## src/rtl/fc_layer_sequencer.sv

```systemverilog
// Serial-in / serial-out control and data sequencer for one fully-connected layer of fc_neurons.
// Define FC_SEQ_RELU_EN to clamp negative neuron outputs to zero when they are captured.
module fc_layer_sequencer #(
  parameter int WORD_SIZE             = 16,
  parameter int PREVIOUS_LAYER_HEIGHT = 4,
  parameter int LAYER_HEIGHT          = 2,
  parameter int LU_LATENCY            = 1,
  localparam int ADDR_W               = $clog2(PREVIOUS_LAYER_HEIGHT + 1)
) (
  input  logic                                 clk_i,
  input  logic                                 reset_i,
  input  logic                                 valid_i,
  output logic                                 ready_o,
  input  logic signed [WORD_SIZE-1:0]          data_i,
  output logic        [ADDR_W-1:0]             mem_addr_o,
  output logic signed [WORD_SIZE-1:0]          neuron_data_o,
  output logic                                 sum_en_o,
  output logic                                 add_bias_o,
  input  logic [WORD_SIZE*LAYER_HEIGHT-1:0]    neuron_data_i,
  output logic                                 valid_o,
  input  logic                                 ready_i,
  output logic signed [WORD_SIZE-1:0]          data_o
);

  localparam int IDX_W = (LAYER_HEIGHT > 1) ? $clog2(LAYER_HEIGHT) : 1;
  localparam int CNT_W = $clog2(LU_LATENCY + 1);

  localparam logic [ADDR_W-1:0] LAST_ADDR = ADDR_W'(PREVIOUS_LAYER_HEIGHT - 1);
  localparam logic [ADDR_W-1:0] BIAS_ADDR = ADDR_W'(PREVIOUS_LAYER_HEIGHT);
  localparam logic [IDX_W-1:0]  LAST_IDX  = IDX_W'(LAYER_HEIGHT - 1);
  localparam logic [CNT_W-1:0]  LAST_CNT  = CNT_W'(LU_LATENCY);

  typedef enum logic [1:0] {
    ST_ACCUM,
    ST_BIAS,
    ST_WAIT,
    ST_DRAIN
  } state_t;

  state_t                      state_q, state_d;
  logic [ADDR_W-1:0]           addr_q, addr_d;
  logic signed [WORD_SIZE-1:0] ndata_q, ndata_d;
  logic                        sum_en_q, sum_en_d;
  logic                        add_bias_q, add_bias_d;
  logic                        ready_q, ready_d;
  logic                        valid_q, valid_d;
  logic [IDX_W-1:0]            idx_q, idx_d;
  logic [CNT_W-1:0]            cnt_q, cnt_d;
  logic signed [WORD_SIZE-1:0] buf_q [LAYER_HEIGHT];
  logic signed [WORD_SIZE-1:0] buf_d [LAYER_HEIGHT];
  logic signed [WORD_SIZE-1:0] lane_word [LAYER_HEIGHT];
  logic                        accept;

  function automatic logic signed [WORD_SIZE-1:0] capture_word(input logic signed [WORD_SIZE-1:0] w);
`ifdef FC_SEQ_RELU_EN
    return w[WORD_SIZE-1] ? '0 : w;
`else
    return w;
`endif
  endfunction

  genvar gi;
  generate
    for (gi = 0; gi < LAYER_HEIGHT; gi++) begin : g_lane
      assign lane_word[gi] = capture_word(neuron_data_i[gi*WORD_SIZE +: WORD_SIZE]);
    end
  endgenerate

  // ready_q is only ever high in ACCUM, so it doubles as the accept qualifier.
  assign accept = valid_i && ready_q;

  always_comb begin
    state_d    = state_q;
    addr_d     = addr_q;
    ndata_d    = ndata_q;
    sum_en_d   = 1'b0;
    add_bias_d = 1'b0;
    ready_d    = ready_q;
    valid_d    = valid_q;
    idx_d      = idx_q;
    cnt_d      = cnt_q;
    buf_d      = buf_q;

    case (state_q)
      ST_ACCUM: begin
        ready_d = 1'b1;
        if (accept) begin
          ndata_d  = data_i;
          sum_en_d = 1'b1;
          if (addr_q == LAST_ADDR) begin
            addr_d  = BIAS_ADDR;
            ready_d = 1'b0;
            state_d = ST_BIAS;
          end else begin
            addr_d = addr_q + ADDR_W'(1);
          end
        end
      end
      ST_BIAS: begin
        add_bias_d = 1'b1;
        addr_d     = '0;
        cnt_d      = '0;
        state_d    = ST_WAIT;
      end
      ST_WAIT: begin
        // cnt_q is 0 during the add_bias cycle, so LAST_CNT lands LU_LATENCY cycles later.
        if (cnt_q == LAST_CNT) begin
          for (int n = 0; n < LAYER_HEIGHT; n++) begin
            buf_d[n] = lane_word[n];
          end
          valid_d = 1'b1;
          idx_d   = '0;
          state_d = ST_DRAIN;
        end else begin
          cnt_d = cnt_q + CNT_W'(1);
        end
      end
      ST_DRAIN: begin
        if (valid_q && ready_i) begin
          if (idx_q == LAST_IDX) begin
            valid_d = 1'b0;
            idx_d   = '0;
            ready_d = 1'b1;
            state_d = ST_ACCUM;
          end else begin
            idx_d = idx_q + IDX_W'(1);
          end
        end
      end
      default: state_d = ST_ACCUM;
    endcase
  end

  always_ff @(posedge clk_i) begin
    if (!reset_i) begin
      state_q    <= ST_ACCUM;
      addr_q     <= '0;
      ndata_q    <= '0;
      sum_en_q   <= 1'b0;
      add_bias_q <= 1'b0;
      ready_q    <= 1'b0;
      valid_q    <= 1'b0;
      idx_q      <= '0;
      cnt_q      <= '0;
      for (int n = 0; n < LAYER_HEIGHT; n++) begin
        buf_q[n] <= '0;
      end
    end else begin
      state_q    <= state_d;
      addr_q     <= addr_d;
      ndata_q    <= ndata_d;
      sum_en_q   <= sum_en_d;
      add_bias_q <= add_bias_d;
      ready_q    <= ready_d;
      valid_q    <= valid_d;
      idx_q      <= idx_d;
      cnt_q      <= cnt_d;
      buf_q      <= buf_d;
    end
  end

  assign ready_o       = ready_q;
  assign mem_addr_o    = addr_q;
  assign neuron_data_o = ndata_q;
  assign sum_en_o      = sum_en_q;
  assign add_bias_o    = add_bias_q;
  assign valid_o       = valid_q;
  assign data_o        = buf_q[idx_q];

endmodule

```

## config.mk

```make
export PLATFORM = sky130hd
export DESIGN_NAME = fc_layer_sequencer
export DESIGN_NICKNAME = d
export VERILOG_FILES = /design/src/rtl/fc_layer_sequencer.sv
export SDC_FILE = /design/constraint.sdc
export NUM_CORES = 1
export LEC_CHECK = 0
export BUFFER_PORTS_ARGS = -buffer_cell sky130_fd_sc_hd__clkbuf_2
export CAP_MARGIN = 20
export CORE_UTILIZATION = 45
export CTS_BUF_LIST = sky130_fd_sc_hd__clkbuf_8
export CTS_CLUSTER_DIAMETER = 150
export DETAILED_ROUTE_END_ITERATION = 8
export HOLD_SLACK_MARGIN = 0.02
export PLACE_DENSITY = 0.84
export SYNTH_ARGS = -nofsm -noshare
export SYNTH_HDL_FRONTEND = slang
export SYNTH_SLANG_ARGS = --single-unit
```

## constraint.sdc

```tcl
create_clock -name clk_i -period 1.68 [get_ports clk_i]
set_clock_uncertainty 0.05 [all_clocks]
set_input_delay 0 -clock clk_i [delete_from_list [all_inputs] [get_ports clk_i]]
set_output_delay 0 -clock clk_i [all_outputs]
set_load 0.01 [all_outputs]
```

==> impl_metrics.json, run 1 <==
{
  "status": "finished, final reports clean",
  "num_rows": 27,
  "crit_path_start_kind": "flip-flop",
  "place_hpwl_um": 3880,
  "vias_per_cell": 4.85,
  "syn_area_mm2": 0.00263,
  "initial_core_util_pct": 47.1,
  "final_common_cell": "nand2_1",
  "coreArea_mm2": 0.00557,
  "timing.final.hold_violations": 0,
  "clkTransAtPathRegs_ps": 60,
  "max_slew_margin_pct": 78.3,
  "syn2layout_area_growth_pct": 45.8,
  "overflow": 0,
  "die_w_um": 78.4,
  "grt_max_degree": 63,
  "avgRoutedWirePerCell_um": 13.2,
  "power_frac_clock_pct": 40.6,
  "pre_cts_slack_ps": 35.0,
  "final-max-slew-violation-count": 0,
  "cts_tree": "built",
  "fin_total_pwr_mw": 3.11,
  "dr_total_vias": 2457,
  "drt_iter0_markers": 44,
  "nNetsFinal": 490,
  "ys_ff_latch": 59,
  "timing.final.crit_share_pct": 93.3,
  "io-pin-count": 91,
  "worstMarginPinSlew_ps": 325,
  "cp.required_ps": 1860,
  "clk_latency_ps": 320,
  "numPortBuffers": 90,
  "power_density_mw_per_mm2": 814,
  "p_int_mw": 2.40,
  "antenna_found_initial": 0,
  "firstDrtPassIters": 4,
  "period_needed_ps": 1570,
  "drive_gt1_share_pct": 33.6,
  "worstPathArrival_ps": 1750,
  "syn_nets": 351,
  "pwr-share-seq_pct": 46.8,
  "p_comb_share_pct": 12.6,
  "hold_path.class": "input port to flip-flop",
  "peakVddDrop_uv": 561,
  "h-tree-depth": 3,
  "clockBufferDepth": 2,
  "post_cts_buffers": 0,
  "design.die.area_mm2": 0.00614,
  "maxCapViolCount": 0,
  "syn-instance-count": 292,
  "p_leak_nw": 1.61,
  "final_cell_mix": "103 x nand2_1, 90 x clkbuf_2, 58 x dfxtp_1, 49 x dlygate4sd3_1, 31 x a21boi_0",
  "clock-root-buffer": "clkbuf_8",
  "drc": 0,
  "switchingPower_uw": 716,
  "critPathMaxFanout": 16,
  "diodes": 0,
  "grt_usage_pct": 23.0,
  "cts.sinks": 59,
  "fillers": 443,
  "cts_buffers": 9,
  "rsz0062_at_grt": "false",
  "drtAntennaViolNets": 0,
  "fin_setup_tns_ps": 0,
  "worstSetupEndpointType": "flip-flop",
  "grt_pass1_vias": 2444,
  "die_h_um": 78.4,
  "routed_wl_um": 6670,
  "timing.fmax_ghz": 0.638,
  "rr_worst_depth": 6,
  "finalWorstSetupSlack_ps": 113,
  "yosysSeqAreaShare_pct": 45.0,
  "setup_viol": 0,
  "yosysWarnings": 0,
  "holdPathStages": 3,
  "place.gp.congestion": 0.771,
  "synth_area_per_cell_um2": 8.99,
  "setup.worst_path.class": "flip-flop to flip-flop",
  "switching_share_pct": 23.0,
  "grt_pass1_wl_um": 10900,
  "synthDistinctLibCells": 33
}
[per-stage QoR]
| step | instances | util, % | hold WS, ps | instance area (um2) |
|---|---|---|---|---|
| 2_1_floorplan | 292 | - | 84.8 | 2630 |
| 3_3_place_gp | 443 | 56.1 | 172 | 3130 |
| 3_5_place_dp | 443 | 56.1 | 178 | 3130 |
| 4_1_cts | 507 | 68.4 | 71.8 | 3810 |
| 5_1_grt | 507 | 68.7 | 96.9 | 3830 |
| 6_report | 507 | 68.7 | 87.7 | 3830 |
[power by group through the flow]
stage	clock network (mW)	registers [mW]	logic (mW)
3_3_place_gp	0	1.48	0.284
4_1_cts	1.30	1.46	0.380
2_1_floorplan	0	1.50	0.165
5_1_grt	1.36	1.46	0.428
6_report	1.26	1.46	0.392
3_5_place_dp	0	1.49	0.290
[cell families after synthesis]
| family | after synthesis | synth area share, % |
|---|---|---|
| AND/OR/NAND/NOR | 123 | 19.4 |
| adder cells (fa/ha/maj) | 7 | 3.34 |
| buffers and inverters | 23 | 5.29 |
| AO/OA/AOI/OAI | 62 | 19.3 |
| multiplexers | 18 | 7.63 |
| flip-flops | 59 | 45.0 |
[flip-flops by register name, summed over array words and instances, names as in the netlist, 2 cells and up]
signal         cells
mem_addr_o         3
buf_q             32
state_q            2
neuron_data_o     16
[synth_stat cells]
| cell | number | area share (%) |
|---|---|---|
| o21ai_1 | 1 | 0.19 |
| nor3_2 | 1 | 0.38 |
| a21boi_1 | 9 | 2.6 |
| mux2i_1 | 2 | 0.76 |
| o21ai_0 | 2 | 0.38 |
| mux2_2 | 16 | 6.9 |
| buf_12 | 1 | 0.76 |
| nor3_1 | 2 | 0.38 |
| nor2_1 | 2 | 0.29 |
| nor2b_1 | 4 | 0.95 |
| and2_2 | 1 | 0.29 |
| a21boi_2 | 9 | 3.9 |
| dfxtp_1 | 59 | 45 |
| o211ai_1 | 3 | 0.86 |
| buf_2 | 5 | 0.95 |
| nand2_1 | 103 | 15 |
| nand3_1 | 4 | 0.76 |
| a22oi_1 | 1 | 0.29 |
| ha_1 | 7 | 3.3 |
| nand3_2 | 1 | 0.38 |
| nand3b_1 | 1 | 0.29 |
| and2_1 | 2 | 0.48 |
| a21oi_2 | 1 | 0.33 |
| a21oi_1 | 3 | 0.57 |
| a21boi_0 | 31 | 8.9 |
| and3_1 | 1 | 0.24 |
| buf_4 | 2 | 0.57 |
| inv_1 | 4 | 0.57 |
| clkbuf_1 | 8 | 1.1 |
| buf_6 | 3 | 1.3 |
| a221oi_4 | 1 | 1.0 |
| o211a_1 | 1 | 0.38 |
| and2b_1 | 1 | 0.29 |
[repair_timing]
action / 4_1_cts / 5_1_grt
endpoints found under the hold margin: 49 / 0
setup endpoints to repair: 0 / 21
gates resized for setup: 0 / 6
hold buffers: 49 / 0
[per-layer routing]
metal  global-route usage (%)  share of wire, %  wire length, um  vias to the layer above
met3                     6.51               6.1              407                       17
met1                     24.3                42             2800                     1100
met5                        0                 0                0                        -
li1                         -                 -                -                     1241
met4                     12.6               2.5              167                        0
met2                     41.1                49             3300                       99
[area by class of cell]
| type | count | area (um2) | share of cell area [%] |
|---|---|---|---|
| inverter | 4 | 15.0 | 0.392 |
| timing repair buffer | 147 | 1030 | 26.9 |
| clock inverter | 4 | 42.5 | 1.11 |
| multi-input combinational | 210 | 1320 | 34.4 |
| clock buffer | 11 | 151 | 3.96 |
| sequential | 59 | 1180 | 30.9 |
| tap | 72 | 90.1 | 2.35 |
[worst max-delay path, cell delays in order (launching register included)]
cell and delay, ps:
dfxtp_1 340, inv_1 130, ha_2 260, and3_2 250, buf_6 170, nand2_1 70
a21boi_0 200
[path summary, 6_finish.rpt]
path	slack (ps)	from	endpoint
worst max-delay path	110	state_q[0]$_SDFFE_PN0P_	neuron_data_o[8]$_SDFFE_PN0P_
worst min-delay path	90	reset_i	ready_o$_SDFFE_PN0P_
worst max register to register	110	state_q[0]$_SDFFE_PN0P_	neuron_data_o[8]$_SDFFE_PN0P_
worst min register to register	400	buf_q[24]$_SDFFE_PN0P_	buf_q[24]$_SDFFE_PN0P_
(Power assumes the default switching activity.)
==> run 2, diff against run 1 <==
--- a/config.mk
+++ b/config.mk
@@ -5,6 +5,7 @@
 export SDC_FILE = /design/constraint.sdc
 export NUM_CORES = 1
 export LEC_CHECK = 0
+export ABC_AREA = 1
 export BUFFER_PORTS_ARGS = -buffer_cell sky130_fd_sc_hd__clkbuf_2
 export CAP_MARGIN = 20
 export CORE_UTILIZATION = 45
@@ -12,7 +13,7 @@
 export CTS_CLUSTER_DIAMETER = 150
 export DETAILED_ROUTE_END_ITERATION = 8
 export HOLD_SLACK_MARGIN = 0.02
-export PLACE_DENSITY = 0.84
+export PLACE_DENSITY = 0.85
 export SYNTH_ARGS = -nofsm -noshare
 export SYNTH_HDL_FRONTEND = slang
 export SYNTH_SLANG_ARGS = --single-unit
==> run 2 against run 1 <==
Against the previous run: synthesized cell count rose by 18%; die area fell by 4.9%; synthesized area fell by 5.0%; critical path type unchanged; largest cell class is now registers; highest routed layer unchanged.
==> impl_metrics.json, run 2 <==
{
  "coreArea_mm2": 0.00524,
  "dr_total_vias": 2754,
  "drc": 0,
  "clkTransAtPathRegs_ps": 70,
  "hold_path.class": "input port to flip-flop",
  "numPortBuffers": 90,
  "post_cts_buffers": 0,
  "num_rows": 26,
  "grt_max_degree": 33,
  "drive_gt1_share_pct": 25.7,
  "worstSetupEndpointType": "flip-flop",
  "die_w_um": 76.4,
  "crit_path_start_kind": "flip-flop",
  "place.gp.congestion": 0.868,
  "nNetsFinal": 544,
  "yosys.area.top_type": "dfxtp_1",
  "vias_per_cell": 4.92,
  "syn_area_mm2": 0.00249,
  "fin_total_pwr_mw": 4.43,
  "initial_core_util_pct": 47.6,
  "cts_buffers": 9,
  "routed_wl_um": 6980,
  "die_h_um": 76.4,
  "pre_cts_slack_ps": 141,
  "worstMarginPinSlew_ps": 315,
  "p_leak_nw": 1.76,
  "largest-register": "buf_q",
  "cts.sinks": 59,
  "syn-instance-count": 344,
  "clockBufferDepth": 2,
  "firstDrtPassIters": 4,
  "ys_async_sr_fraction_pct": 0,
  "antenna_found_initial": 0,
  "slowest_delay_ps": 390,
  "h-tree-depth": 3,
  "path_cells": "inv_1, ha_1, inv_1, nor2_4, inv_2, buf_12, nor2_1, nor2_1",
  "worstPathArrival_ps": 1740,
  "dp_cells": 493,
  "diodes": 0,
  "fillers": 407,
  "synthFlopType": "dfxtp_1",
  "overflow": 0,
  "syn_nets": 403,
  "setup_viol": 0,
  "synth_edf_count": 0,
  "yosysWarnings": 0,
  "place_hpwl_um": 4130,
  "io-pin-count": 91,
  "multiInputGateArea_mm2": 0.00114,
  "final_common_cell": "nor2_1",
  "clock-root-buffer": "clkbuf_8",
  "instances_no_fill": 560,
  "avgRoutedWirePerCell_um": 12.5,
  "ys_ff_latch": 59,
  "max_slew_margin_pct": 79.0,
  "yosysMostFrequentCell": "nor2_1",
  "grt_pass1_wl_um": 11900,
  "drt_iter0_markers": 141,
  "yosysSeqAreaShare_pct": 47.4,
  "peakVddDrop_uv": 1170,
  "grt_usage_pct": 25.8,
  "timing.final.hold_violations": 0,
  "timing.fmax_ghz": 0.655,
  "design.die.area_mm2": 0.00584,
  "synthDistinctLibCells": 22,
  "ys_top_cells_by_count": "97 x nor2_1, 64 x nand2_1, 59 x dfxtp_1",
  "final-max-slew-violation-count": 0,
  "critPathMaxFanout": 12,
  "synth_area_per_cell_um2": 7.25,
  "power_density_mw_per_mm2": 1200,
  "drtAntennaViolNets": 0,
  "clk_latency_ps": 340,
  "cp.required_ps": 1900,
  "cpMaxStageDelayCell": "dfxtp_1",
  "fin_setup_tns_ps": 0,
  "cts_tree": "built",
  "status": "finished, final reports clean",
  "finalWorstSetupSlack_ps": 153,
  "period_needed_ps": 1530,
  "seqCellArea_mm2": 0.00118,
  "ys_top_cells_by_area": "dfxtp_1 47%, nor2_1 15%, o21ai_0 10%, nand2_1 9.6%, ha_1 3.5%",
  "timing.final.crit_share_pct": 90.9,
  "grt_pass1_vias": 2743,
  "synth_top_cell_area_share_pct": 47.4,
  "syn2layout_area_growth_pct": 48.2,
  "largest_register_ff_count": 32,
  "maxCapViolCount": 0,
  "setup.worst_path.class": "flip-flop to flip-flop",
  "final_cell_mix": "97 x nor2_1, 90 x clkbuf_2, 64 x nand2_1, 59 x dfxtp_1",
  "rsz0062_at_grt": "false"
}
==> run 2: cell types whose count changed after synthesis, sizes merged, moves of 3 or more <==
| cell | before | now |
|---|---|---|
| nor2 | 2 | 105 |
| a21boi | 49 | 0 |
| o21ai | 3 | 51 |
| nand2 | 103 | 65 |
| mux2 | 16 | 0 |
| inv | 4 | 16 |
| nand3 | 5 | 12 |
| a21oi | 4 | 8 |
| nor2b | 4 | 0 |
| and2 | 3 | 0 |
| nor3 | 3 | 0 |
| o211ai | 3 | 0 |
==> run 2: metal layers <==
layer | GRT usage [%] | wire, um
met1 | 28.1 | 2940
met2 | 45.0 | 3390
met3 | 8.38 | 497
met4 | 12.3 | 153
met5 | 0 | 0
==> run 2: stage by stage <==
| stage | util, % | cell area, um2 | hold slack (ps) |
|---|---|---|---|
| floorplan | - | 2490 | 78.2 |
| global placement | 57.0 | 2990 | 172 |
| detailed placement | 57.0 | 2990 | 179 |
| CTS | 70.4 | 3690 | 357 |
| global route | 70.6 | 3700 | 393 |
| finish | 70.6 | 3700 | 380 |
==> run 2: critical path, delay by kind of cell, from the launching register on <==
kind,cells,cell delay [ps]
simple gates,3,220
flops,1,390
fa+ha+maj,1,210
buf+inv,4,590
==> run 2: kinds of logic (layout without fill, tap and decap cells) <==
kind of cell | Yosys count | count (layout) | share of synthesized area [%]
fa+ha+maj | 7 | 7 | 3.51
buf+inv | 34 | 180 | 6.97
compound gates | 60 | 60 | 12.3
flops | 59 | 59 | 47.4
simple gates | 184 | 184 | 29.9
==> run 2: final cells by class <==
| class | instances | area share [%] |
|---|---|---|
| multi-input cells | 251 | 30.8 |
| flip-flops and latches | 59 | 32.0 |
| clock inverters | 6 | 1.52 |
| well taps | 70 | 2.37 |
| repair buffers | 148 | 27.9 |
| inverters | 16 | 1.76 |
| clock buffers | 10 | 3.72 |
==> run 2: worst paths after layout <==
path	startpoint	end	slack [ps]	cells past startpoint
setup / recovery	state_q[1]$_SDFFE_PN0P_	neuron_data_o[15]$_SDFFE_PN0P_	150	8
hold / removal	data_i[9]	neuron_data_o[9]$_SDFFE_PN0P_	380	4
setup reg to reg	state_q[1]$_SDFFE_PN0P_	neuron_data_o[15]$_SDFFE_PN0P_	150	8
hold reg to reg	cnt_q$_SDFFE_PN0P_	cnt_q$_SDFFE_PN0P_	420	2
==> run 2: where the power goes <==
group	leakage [nW]	internal [mW]	switching, mW
Combinational	1.18	0.558	0.830
Clock	0.103	0.711	0.553
Sequential	0.479	1.64	0.140
Total	1.76	2.91	1.52
==> run 2: repair_timing <==
| item | in CTS | in global routing |
|---|---|---|
| endpoints found under the hold margin | 51 | 0 |
| hold buffers | 51 | 0 |
| resized for setup | 0 | 3 |
| endpoints found under the setup margin | 0 | 29 |
==> run 3, diff against run 2 <==
--- a/config.mk
+++ b/config.mk
@@ -14,6 +14,7 @@
 export DETAILED_ROUTE_END_ITERATION = 8
 export HOLD_SLACK_MARGIN = 0.02
 export PLACE_DENSITY = 0.85
+export SETUP_SLACK_MARGIN = 0.3
 export SYNTH_ARGS = -nofsm -noshare
 export SYNTH_HDL_FRONTEND = slang
 export SYNTH_SLANG_ARGS = --single-unit
==> run 3 against run 2 <==
Against the previous run: register-to-register slack better by 210 ps; die area is the same; largest cell class is now multi-input combinational cells; highest routed layer unchanged; global-route usage increased by 0.28 points.
==> impl_metrics.json, run 3 (synthesized netlist as in run 2, its figures left out) <==
{
  "worstSetupEndpointType": "output port",
  "timing.fmax_ghz": 0.750,
  "timing.final.crit_share_pct": 79.4,
  "hold_end": "neuron_data_o[9]$_SDFFE_PN0P_",
  "cts_buffers": 9,
  "finalWorstSetupSlack_ps": 346,
  "overflow": 0,
  "coreArea_mm2": 0.00524,
  "grt_pass1_vias": 2759,
  "r2r_setup_slack_ps": 360,
  "setup.worst_path.class": "flip-flop to output port",
  "place.gp.congestion": 0.868,
  "final_cell_mix": "95 x nor2_1, 90 x clkbuf_2, 62 x nand2_1, 54 x dfxtp_1, 51 x dlygate4sd3_1",
  "busiest_layer": "met2",
  "dp_cells": 493,
  "final_common_cell": "nor2_1",
  "worstMarginPinSlew_ps": 271,
  "p_leak_nw": 1.79,
  "grt_pass1_wl_um": 12000,
  "power_density_mw_per_mm2": 1210,
  "die_h_um": 76.4,
  "dr_total_vias": 2747,
  "largest-register": "buf_q",
  "design.die.area_mm2": 0.00584,
  "drtAntennaViolNets": 0,
  "max_slew_margin_pct": 81.7,
  "vias_per_cell": 4.88,
  "antenna_found_initial": 0,
  "holdWs_ps": 377,
  "holdPathStages": 4,
  "timing.final.hold_violations": 0,
  "post-route-cell-area_mm2": 0.00383,
  "avgRoutedWirePerCell_um": 12.8,
  "worstPathArrival_ps": 1280,
  "hold_path.class": "input port to flip-flop",
  "num_rows": 26,
  "grt_use_met1_pct": 28.2,
  "met2_usage_pct": 45.6,
  "min_from": "data_i[9]",
  "diodes": 0,
  "drc": 0,
  "nNetsFinal": 547,
  "crit_path_start_kind": "flip-flop",
  "firstDrtPassIters": 4,
  "die_w_um": 76.4,
  "io-pin-count": 91,
  "clk_latency_ps": 340,
  "cts.sinks": 59,
  "fin_setup_tns_ps": 0,
  "rr_worst_depth": 7,
  "drive_gt1_share_pct": 29.8,
  "period_needed_ps": 1330,
  "pre_cts_slack_ps": 141,
  "grt_usage_pct": 26.1,
  "r2r_end": "state_q[1]$_SDFFE_PN0P_",
  "h-tree-depth": 3,
  "final-max-slew-violation-count": 0,
  "cts_tree": "built",
  "clockBufferDepth": 2,
  "clkTransAtPathRegs_ps": 70,
  "grt_use_met3_pct": 8.38,
  "peakVddDrop_uv": 1260,
  "largest_register_ff_count": 32,
  "place_area_mm2": 0.00299,
  "instances_no_fill": 563,
  "rsz0062_at_grt": "true",
  "numPortBuffers": 90,
  "syn2layout_area_growth_pct": 53.5,
  "clock-root-buffer": "clkbuf_8",
  "drt_iter0_markers": 112,
  "initial_core_util_pct": 47.6,
  "setup_viol": 0,
  "critPathMaxFanout": 17,
  "r2r_start": "state_q[0]$_SDFFE_PN0P_",
  "routed_wl_um": 7180,
  "status": "finished, final reports clean",
  "place_hpwl_um": 4130,
  "grt_max_degree": 33,
  "cp.required_ps": 1630,
  "maxCapViolCount": 0
}
[run 3: timing repair]
| action | 4_1_cts | 5_1_grt |
|---|---|---|
| resized for setup | 17 | 42 |
| buffers inserted | 1 | 2 |
| hold buffers | 51 | 0 |
| pin swaps | 1 | 4 |
| hold endpoints to repair | 51 | 0 |
| endpoints found under the setup margin | 54 | 64 |
[run 3: per-layer routing]
layer / share of wire (%) / vias to the layer above
li1: - / 1376
met1: 41 / 1249
met2: 50 / 108
met3: 6.4 / 14
met4: 2.3 / 0
met5: 0 / -
[run 3: stage by stage]
step	total power [mW]	utilization [%]
global placement	3.01	57.0
global route	4.92	73.1
floorplan	2.66	-
finish	4.61	73.1
detailed placement	3.06	57.0
CTS	4.48	71.2
[run 3: area by class of cell]
type	count	area, um2
Clock buffer	10	138
Fill cell	382	1410
Multi-Input combinational cell	251	1210
Sequential cell	59	1190
Tap cell	70	87.6
Inverter	16	75.1
Clock inverter	6	56.3
Timing Repair Buffer	151	1070
[run 3: how the worst max path moves through the flow]
stage	startpoint	endpoint	slack [ps]	cells past startpoint
3_5_place_dp	state_q[0]$_SDFFE_PN0P_	valid_o$_SDFFE_PN0P_	140	6
5_1_grt	state_q[0]$_SDFFE_PN0P_	neuron_data_o[15]$_SDFFE_PN0P_	280	8
6_report	idx_q$_SDFFE_PN0P_	data_o[9]	350	3
3_3_place_gp	state_q[0]$_SDFFE_PN0P_	valid_o$_SDFFE_PN0P_	210	6
4_1_cts	mem_addr_o[0]$_SDFFE_PN0P_	state_q[1]$_SDFFE_PN0P_	320	8
2_1_floorplan	state_q[0]$_SDFFE_PN0P_	mem_addr_o[1]$_SDFFE_PN0P_	330	8
[run 3: power by group]
group	switching (mW)	leakage, nW	internal (mW)
Combinational	0.892	1.20	0.644
Sequential	0.167	0.482	1.65
Clock	0.551	0.103	0.711
Total	1.61	1.79	3.00
[run 3: worst max-delay path, cell delays in order (launching register included)]
cell and delay (ps):
dfxtp_2 340, buf_8 160, o21ai_0 260, clkbuf_2 190
